[src/rtl/seq_gen_pkg.sv]
// ============================================================================
// Module   : seq_gen_pkg
// Purpose  : Shared state encoding and ALU op codes for the recurrence
//            sequence controller.
// Revision : 1.0
// ============================================================================
`default_nettype none

package seq_gen_pkg;

    typedef enum logic [2:0] {
        ST_IDLE      = 3'd0,
        ST_SEED_ADDR = 3'd1,
        ST_SEED_WAIT = 3'd2,
        ST_SEED_WR   = 3'd3,
        ST_RD        = 3'd4,
        ST_CALC      = 3'd5,
        ST_WR        = 3'd6,
        ST_DONE      = 3'd7
    } seq_state_e;

    localparam int OP_ADD = 0;
    localparam int OP_SUB = 1;
    localparam int OP_XOR = 2;
    localparam int OP_AND = 3;

endpackage

`default_nettype wire

[src/rtl/seq_ovf_detect.sv]
// ============================================================================
// Module   : seq_ovf_detect
// Purpose  : Signed two's-complement addition overflow detector for y = a + b.
// Revision : 1.0
// ============================================================================
`default_nettype none

module seq_ovf_detect #(
    parameter int DW = 32
) (
    input  logic [DW-1:0] a_i,
    input  logic [DW-1:0] b_i,
    input  logic [DW-1:0] y_i,
    output logic          ovf_o
);

    assign ovf_o = (a_i[DW-1] == b_i[DW-1]) && (y_i[DW-1] != a_i[DW-1]);

endmodule

`default_nettype wire

[src/rtl/seq_gen_ctrl.sv]
// ============================================================================
// Module   : seq_gen_ctrl
// Purpose  : Seeds regfile[0..1] from RAM, then produces
//            term[i] = term[i-2] OP term[i-1] into regfile and RAM.
//            Optional macro SEQ_OVF_EN enables the sticky ADD-overflow flag.
// Revision : 1.0
// ============================================================================
`default_nettype none

module seq_gen_ctrl
    import seq_gen_pkg::*;
#(
    parameter int DW    = 32,
    parameter int RW    = 5,
    parameter int AW    = 6,
    parameter int DEPTH = 32,
    parameter int OPW   = 2
) (
    input  logic           clk,
    input  logic           rst_n,
    input  logic           start,
    input  logic [RW:0]    n_terms,
    input  logic [OPW-1:0] mode,
    output logic           busy,
    output logic           done,
    output logic           ovf,
    output logic [RW-1:0]  r1_addr,
    output logic [RW-1:0]  r2_addr,
    input  logic [DW-1:0]  r1_out,
    input  logic [DW-1:0]  r2_out,
    output logic [RW-1:0]  r3_addr,
    output logic [DW-1:0]  r3_in,
    output logic           r3_we,
    output logic [DW-1:0]  alu_a,
    output logic [DW-1:0]  alu_b,
    output logic [OPW-1:0] alu_op,
    input  logic [DW-1:0]  alu_out,
    output logic [AW-1:0]  addrb,
    input  logic [DW-1:0]  doutb,
    output logic [AW-1:0]  addra,
    output logic [DW-1:0]  dina,
    output logic           wea
);

    localparam logic [RW:0] C_N_MIN = (RW+1)'(2);
    localparam logic [RW:0] C_N_MAX = (RW+1)'(DEPTH);

    seq_state_e     state_q, state_d;
    logic [RW-1:0]  idx_q, idx_d, last_q, last_d;
    logic           busy_q, busy_d, done_q, done_d, ovf_q, ovf_d;
    logic [RW-1:0]  r1a_q, r1a_d, r2a_q, r2a_d, r3a_q, r3a_d;
    logic [DW-1:0]  r3d_q, r3d_d, a_q, a_d, b_q, b_d, dina_q, dina_d;
    logic           r3we_q, r3we_d, wea_q, wea_d;
    logic [OPW-1:0] op_q, op_d;
    logic [AW-1:0]  addrb_q, addrb_d, addra_q, addra_d;
    logic [RW:0]    w_n;

    assign w_n = (n_terms < C_N_MIN) ? C_N_MIN :
                 (n_terms > C_N_MAX) ? C_N_MAX : n_terms;

`ifdef SEQ_OVF_EN
    logic w_ovf_hit;

    seq_ovf_detect #(
        .DW (DW)
    ) u_ovf_detect (
        .a_i   (a_q),
        .b_i   (b_q),
        .y_i   (alu_out),
        .ovf_o (w_ovf_hit)
    );
`endif

    always_ff @(posedge clk) begin
        if (!rst_n) begin
            state_q <= ST_IDLE;
            idx_q   <= '0;
            last_q  <= '0;
            busy_q  <= 1'b0;
            done_q  <= 1'b0;
            ovf_q   <= 1'b0;
            r1a_q   <= '0;
            r2a_q   <= '0;
            r3a_q   <= '0;
            r3d_q   <= '0;
            r3we_q  <= 1'b0;
            a_q     <= '0;
            b_q     <= '0;
            op_q    <= '0;
            addrb_q <= '0;
            addra_q <= '0;
            dina_q  <= '0;
            wea_q   <= 1'b0;
        end else begin
            state_q <= state_d;
            idx_q   <= idx_d;
            last_q  <= last_d;
            busy_q  <= busy_d;
            done_q  <= done_d;
            ovf_q   <= ovf_d;
            r1a_q   <= r1a_d;
            r2a_q   <= r2a_d;
            r3a_q   <= r3a_d;
            r3d_q   <= r3d_d;
            r3we_q  <= r3we_d;
            a_q     <= a_d;
            b_q     <= b_d;
            op_q    <= op_d;
            addrb_q <= addrb_d;
            addra_q <= addra_d;
            dina_q  <= dina_d;
            wea_q   <= wea_d;
        end
    end

    // Every output is registered, so outputs belonging to a state are
    // computed on the transition into that state.
    always_comb begin
        state_d = state_q;
        idx_d   = idx_q;
        last_d  = last_q;
        busy_d  = busy_q;
        done_d  = 1'b0;
        ovf_d   = ovf_q;
        r1a_d   = r1a_q;
        r2a_d   = r2a_q;
        r3a_d   = r3a_q;
        r3d_d   = r3d_q;
        r3we_d  = 1'b0;
        a_d     = a_q;
        b_d     = b_q;
        op_d    = op_q;
        addrb_d = addrb_q;
        addra_d = addra_q;
        dina_d  = dina_q;
        wea_d   = 1'b0;
        unique case (state_q)
            ST_IDLE: begin
                if (start) begin
                    state_d = ST_SEED_ADDR;
                    idx_d   = '0;
                    last_d  = RW'(w_n - (RW+1)'(1));
                    op_d    = mode;
                    busy_d  = 1'b1;
                    ovf_d   = 1'b0;
                    addrb_d = '0;
                end
            end
            ST_SEED_ADDR: state_d = ST_SEED_WAIT;
            ST_SEED_WAIT: begin
                state_d = ST_SEED_WR;
                r3we_d  = 1'b1;
                r3a_d   = idx_q;
                r3d_d   = doutb;
            end
            ST_SEED_WR: begin
                if (idx_q == '0) begin
                    state_d = ST_SEED_ADDR;
                    idx_d   = RW'(1);
                    addrb_d = AW'(1);
                end else begin
                    idx_d = RW'(2);
                    if (last_q > RW'(1)) begin
                        state_d = ST_RD;
                        r1a_d   = '0;
                        r2a_d   = RW'(1);
                    end else begin
                        state_d = ST_DONE;
                        done_d  = 1'b1;
                    end
                end
            end
            ST_RD: begin
                state_d = ST_CALC;
                a_d     = r1_out;
                b_d     = r2_out;
            end
            ST_CALC: begin
                state_d = ST_WR;
                r3we_d  = 1'b1;
                wea_d   = 1'b1;
                r3a_d   = idx_q;
                addra_d = AW'(idx_q);
                r3d_d   = alu_out;
                dina_d  = alu_out;
`ifdef SEQ_OVF_EN
                if (w_ovf_hit && (op_q == OPW'(OP_ADD))) begin
                    ovf_d = 1'b1;
                end
`endif
            end
            ST_WR: begin
                if (idx_q == last_q) begin
                    state_d = ST_DONE;
                    done_d  = 1'b1;
                end else begin
                    state_d = ST_RD;
                    idx_d   = idx_q + RW'(1);
                    r1a_d   = idx_q - RW'(1);
                    r2a_d   = idx_q;
                end
            end
            ST_DONE: begin
                state_d = ST_IDLE;
                busy_d  = 1'b0;
            end
            default: state_d = ST_IDLE;
        endcase
    end

    assign busy    = busy_q;
    assign done    = done_q;
    assign ovf     = ovf_q;
    assign r1_addr = r1a_q;
    assign r2_addr = r2a_q;
    assign r3_addr = r3a_q;
    assign r3_in   = r3d_q;
    assign r3_we   = r3we_q;
    assign alu_a   = a_q;
    assign alu_b   = b_q;
    assign alu_op  = op_q;
    assign addrb   = addrb_q;
    assign addra   = addra_q;
    assign dina    = dina_q;
    assign wea     = wea_q;

endmodule

`default_nettype wire

[config.mk]
export PLATFORM = sky130hd
export DESIGN_NAME = seq_gen_ctrl
export DESIGN_NICKNAME = d
export VERILOG_FILES = /design/src/rtl/seq_gen_pkg.sv /design/src/rtl/seq_ovf_detect.sv /design/src/rtl/seq_gen_ctrl.sv
export SDC_FILE = /design/constraint.sdc
export NUM_CORES = 1
export LEC_CHECK = 0
export CAP_MARGIN = 30
export CORE_ASPECT_RATIO = 0.8
export CORE_MARGIN = 5
export CORE_UTILIZATION = 42
export CTS_CLUSTER_DIAMETER = 40
export DETAILED_ROUTE_END_ITERATION = 7
export PLACE_DENSITY = 0.81
export SYNTH_ARGS = -nofsm -noshare
export SYNTH_HDL_FRONTEND = slang
export SYNTH_SLANG_ARGS = --single-unit
[constraint.sdc]
create_clock -name clk -period 2.1 [get_ports clk]
set_clock_uncertainty 0.15 [all_clocks]
set_input_delay 0.63 -clock clk [delete_from_list [all_inputs] [get_ports clk]]
set_output_delay 0.63 -clock clk [all_outputs]
set_load 0.005 [all_outputs]
Yosys cells after proc, flatten, opt, wreduce, memory -nomap -nowiden --
Cells that the tools add are included.
Cells by class: $add $sub $neg 3, multipliers 0, divide/modulo/power cells 0, magnitude comparators 3, equal/unequal tests 13, shift operators 0, mux-type cells 31, bitwise logic cells 0, reductions and logical operators 13
Operators with widths (count):
- $pmux 32 s2 | 1
- $mux 5 | 10
- $pmux 3 s8 | 1
- $pmux 5 s2 | 2
- $pmux 5 s3 | 1
- $eq 3x3->1 const B | 4
- $mux 6 | 2
- $pmux 6 s2 | 1
- $ne 2x2->1 const B | 5
- $sub 5x1->5 const B | 2
- $reduce_bool 2->1 | 4
- $eq 3x2->1 const B | 2
- $gt 6x6->1 const B | 1
- $lt 6x2->1 const B | 1
- $mux 1 | 6
- $mux 2 | 3
- $mux 3 | 2
- $reduce_and 3->1 | 2
- $add 5x1->5 const B | 1
- $eq 5x5->1 | 1
- $gt 5x1->1 const B | 1
- $logic_not 5->1 | 1
- $pmux 1 s2 | 2
- $reduce_and 2->1 | 2
- 5 further kinds | 5
Storage, ports and cells: bits in registers 173, bits in latches 0, memory bits (writable) 0, bits in read-only memories 0, output and inout bits 162, logic and storage cells 80, memories kept 0

Depth between registers and ports, before layout --
word-level depth 4, mapped depth 9, gate-level depth less buffers 8

Least setup slack after synthesis --
Ideal clock, no wire load.
path type input -> register, start point in n_terms[2], end point reg last_q[4], library setup time 115 ps, arrival 1696 ps, data required time 1835 ps, slack 140 ps, cell stages on the path 8, path buffers 0, cell sequence nor3_1 -> nand2b_1 -> nand3b_1 -> ha_1 -> a21oi_1 -> a21oi_1 -> a21oi_1 -> o21a_1
Between the ends: longest elaborated chain between the ends 4, elaborated cells on any way between the ends 5, those cells by class add/sub: 1; order compare: 2; mux: 2
Ends and longest elaborated chain:
- start: declaration | line seq_gen_ctrl.sv:22 | input logic [RW:0] n_terms,
- $gt 6x6->1 | line seq_gen_ctrl.sv:59 | (n_terms > C_N_MAX) ? C_N_MAX : n_terms;
- $mux 5 | line seq_gen_ctrl.sv:59
- $mux 5 (*) | line seq_gen_ctrl.sv:58 | assign w_n = (n_terms < C_N_MIN) ? C_N_MIN :
- $sub 5x1->5 (*) | line seq_gen_ctrl.sv:142 | last_d = RW'(w_n - (RW+1)'(1));
- end signal: assignment | line seq_gen_ctrl.sv:97 | last_q <= last_d;
- end: declaration | line seq_gen_ctrl.sv:49 | logic [RW-1:0] idx_q, idx_d, last_q, last_d;
Every way passes the cells marked *; elsewhere a longest branch is shown, timed or not. A chain may end at the register's enable or synchronous reset.

Worst setup path after layout --
start point reg dina_q[29], in the netlist dina[29], end point out dina[29]
RTL lines:
- start: declaration | line seq_gen_ctrl.sv:52 | logic [DW-1:0] r3d_q, r3d_d, a_q, a_d, b_q, b_d, dina_q, dina_d;
- start signal: assignment | line seq_gen_ctrl.sv:111 | dina_q <= dina_d;
- end: declaration | line seq_gen_ctrl.sv:41 | output logic [DW-1:0] dina,
No word-level cell between the ends.

==> impl_metrics.json <==
{
  "run_status": "completed",
  "most_common_library_cells_after_synthesis": "sky130_fd_sc_hd__nand2_1 (260), sky130_fd_sc_hd__dfxtp_1 (168), sky130_fd_sc_hd__a21boi_0 (95), sky130_fd_sc_hd__o21ai_0 (48), sky130_fd_sc_hd__clkbuf_1 (36)",
  "vias": 6439,
  "drc": 0,
  "overall_die_height_um": 123,
  "setup_viol_count_final": 0,
  "drt_iter0_drc": 299,
  "element_type_at_the_critical_path_end": "primary output",
  "post_route_cells_drive_above_1_share_pct": 7.42,
  "area_share_of_the_leading_cell_type_in_the_synthesized_netlist_pct": 50.5,
  "diodes": 0,
  "fin_setup_tns_ns": 0,
  "design.die.area_sq_um": 18500,
  "cts_max_path_buffers": 2,
  "hold_class": "reg2reg",
  "cts_buffers": 17,
  "synth_sequential_area_ratio_pct": 50.5,
  "cp_cell_sequence": "clkdlybuf4s50_1",
  "numClockSinks": 168,
  "vias_per_cell": 4.93,
  "wirelength_mm": 21.1,
  "instances_no_fill": 1306,
  "grt_start_max_net_pins": 70,
  "yosysTopAreaCell": "sky130_fd_sc_hd__dfxtp_1",
  "synth_area_per_cell_sq_um": 8.40,
  "worstPathMaxFanout": 2,
  "first_global_vias": 6282,
  "synthMostInstantiatedCell": "sky130_fd_sc_hd__nand2_1",
  "detail_route.wl_per_cell_um": 16.2,
  "postLayoutCoreUtil_pct": 68.4,
  "cts.reportedPaths.clkPinSlew_ns": 0.06,
  "holdWs_ns": 0.302,
  "die-width_um": 151,
  "cts_max_level": 4,
  "hpwlAfterDp_mm": 15.0,
  "final.min_clock_period_ns": 2.06,
  "post_synth_num_cell_types": 43,
  "floorplan.initialDensity_pct": 42.6,
  "clk_root_buffer_cell": "sky130_fd_sc_hd__clkbuf_16",
  "power-per-cell-area_nw_per_um2": 684,
  "power.leakage_uw": 0.00506,
  "postSynthCellCount": 793,
  "floorplan.io_pins": 301,
  "critical-path-max-stage-delay_ns": 0.54,
  "syn-cell-area_sq_um": 6660,
  "timing_max_transition_violations_final": 0,
  "grt_first_pass_wirelength_mm": 32.0,
  "area_contributors_post_synth": "sky130_fd_sc_hd__dfxtp_1 (50%), sky130_fd_sc_hd__nand2_1 (15%), sky130_fd_sc_hd__a21boi_0 (11%)",
  "initial_antenna_violation_count": 0,
  "period_share_pct": 98.1,
  "globalplace.congestion": 0.828,
  "synth_edf_count": 0,
  "worst-endpoint-arrival_ns": 1.28,
  "worst-setup-path-type": "reg2out",
  "ant_nets": 0,
  "maxSlewHeadroom_pct": 57.7,
  "path_delay_family": "buffers and inverters",
  "fin_nets": 1221,
  "tritoncts": "done",
  "cp-start-kind": "register",
  "timing.final.hold_violations": 0,
  "grtUsageTotal_pct": 21.8,
  "placeableCoreArea_sq_um": 15600,
  "worst_ep_required_time_ns": 1.32,
  "number_of_detailed_route_iterations_in_the_first_pass": 4,
  "maxCapViolations": 0,
  "crit_path_top_delay_cell": "sky130_fd_sc_hd__clkdlybuf4s50_1",
  "dominantRegCellSynth": "sky130_fd_sc_hd__dfxtp_1",
  "synth_seq_cells": 168,
  "flow.area_growth_from_synthesis_pct": 60.6,
  "worst-path-buf-inv": 1,
  "clock_latency_ns": 0.42,
  "max_freq_mhz": 486,
  "buffer_ports.inserted": 293,
  "fp-row-count": 41,
  "post_cts_hold_buffer_count": 0,
  "yosys_synthesis_warning_count": 0,
  "peakVddDrop_v": 0.000526,
  "post_synthesis_async_set_or_reset_flop_share_pct": 0,
  "finalPower_uw": 7310,
  "final.fill_count": 1201,
  "worstMarginPinSlew_ns": 0.634,
  "count_of_placed_standard_cells_including_taps": 1274,
  "gr-total-overflow": 0
}
## worst paths after layout
check | from | endpoint | slack (ns) | depth (start not counted)
max | dina[29] | dina[29] | 0.04 | 1
min | alu_b[3] | alu_b[3] | 0.30 | 2
max reg2reg | state_q[0] | alu_a[18] | 0.19 | 6
min reg2reg | alu_b[3] | alu_b[3] | 0.30 | 2
## stage by stage
stage	setup slack (ns)	instance area, sq um
after floorplan	0.140	6680
after global placement	-0.375	9910
after detailed placement	-0.441	9910
after CTS	0.000672	10500
after global routing	-0.00536	10700
final	0.0408	10700
## logic make-up (layout without fill, tap and decap cells)
logic type,count (synthesis),count (layout),share of synthesized area (%)
simple gates,320,320,20.1
compound gates,210,210,21.1
flops,168,168,50.5
buf+inv,74,366,5.32
xor+xnor,9,9,1.18
mux,7,7,1.05
fa+ha+maj,4,4,0.751
other cells,1,7,0.0563
## report_power, final
part | switching, uW | total [uW] | internal (uW)
clock | 1280 | 3190 | 1920
combinational | 302 | 795 | 493
sequential | 51.3 | 3330 | 3280
total | 1630 | 7310 | 5690
## layer usage
metal | part of all wire (%) | global-route usage [%] | vias to the layer above
li1 | - | - | 3217
met1 | 41 | 25.3 | 2959
met2 | 46 | 35.9 | 226
met3 | 11 | 9.71 | 37
met4 | 2.1 | 7.70 | 0
met5 | 0 | 0 | -
## layout make-up
cell class                 count  area, sq um  share of cell area, %
multi-input combinational    557         3000                   28.0
sequential                   168         3370                   31.5
timing repair buffer         329         3430                   32.1
clock buffer                  23          498                   4.65
tap                          215          269                   2.51
clock inverter                 9          114                   1.06
inverter                       5         18.8                  0.175
## cells in the final DEF (no fill, tap or decap), types with 5 or more instances in the layout
cell / netlist / final
sky130_fd_sc_hd__a21boi_0: 95 / 95
sky130_fd_sc_hd__a21boi_1: 11 / 11
sky130_fd_sc_hd__a21oi_1: 9 / 9
sky130_fd_sc_hd__a31oi_1: 34 / 34
sky130_fd_sc_hd__buf_12: 0 / 6
sky130_fd_sc_hd__buf_4: 10 / 31
sky130_fd_sc_hd__clkbuf_16: 0 / 17
sky130_fd_sc_hd__clkbuf_8: 0 / 5
sky130_fd_sc_hd__clkdlybuf4s50_1: 0 / 220
sky130_fd_sc_hd__conb_1: 1 / 7
sky130_fd_sc_hd__dfxtp_1: 168 / 164
sky130_fd_sc_hd__dlygate4sd2_1: 0 / 6
sky130_fd_sc_hd__dlymetal6s2s_1: 0 / 66
sky130_fd_sc_hd__inv_1: 5 / 5
sky130_fd_sc_hd__mux2i_1: 7 / 7
sky130_fd_sc_hd__nand2_1: 260 / 259
sky130_fd_sc_hd__nand3_1: 8 / 8
sky130_fd_sc_hd__nand4_1: 7 / 7
sky130_fd_sc_hd__nor2_1: 9 / 8
sky130_fd_sc_hd__nor2b_1: 6 / 6
sky130_fd_sc_hd__o21ai_0: 48 / 48
sky130_fd_sc_hd__xor2_1: 7 / 7
## timing repair
action,in CTS,in global routing
buffers inserted,0,0
setup endpoints to repair,8,72
gates resized for setup,8,71
cloned,0,0
pin swaps,0,0
## registers in the layout, indices dropped and copies added, names as in the netlist
register and flops:
state_q 3, wea 1, alu_b 32, busy 1
done 1, dina 32, r3_addr 5, addrb 1
r1_addr 5, last_q 5, alu_a 32, r3_in 32
idx_q 5, alu_op 2, r2_addr 5, addra 5
r3_we 1
Power figures use the tool's default switching activity.
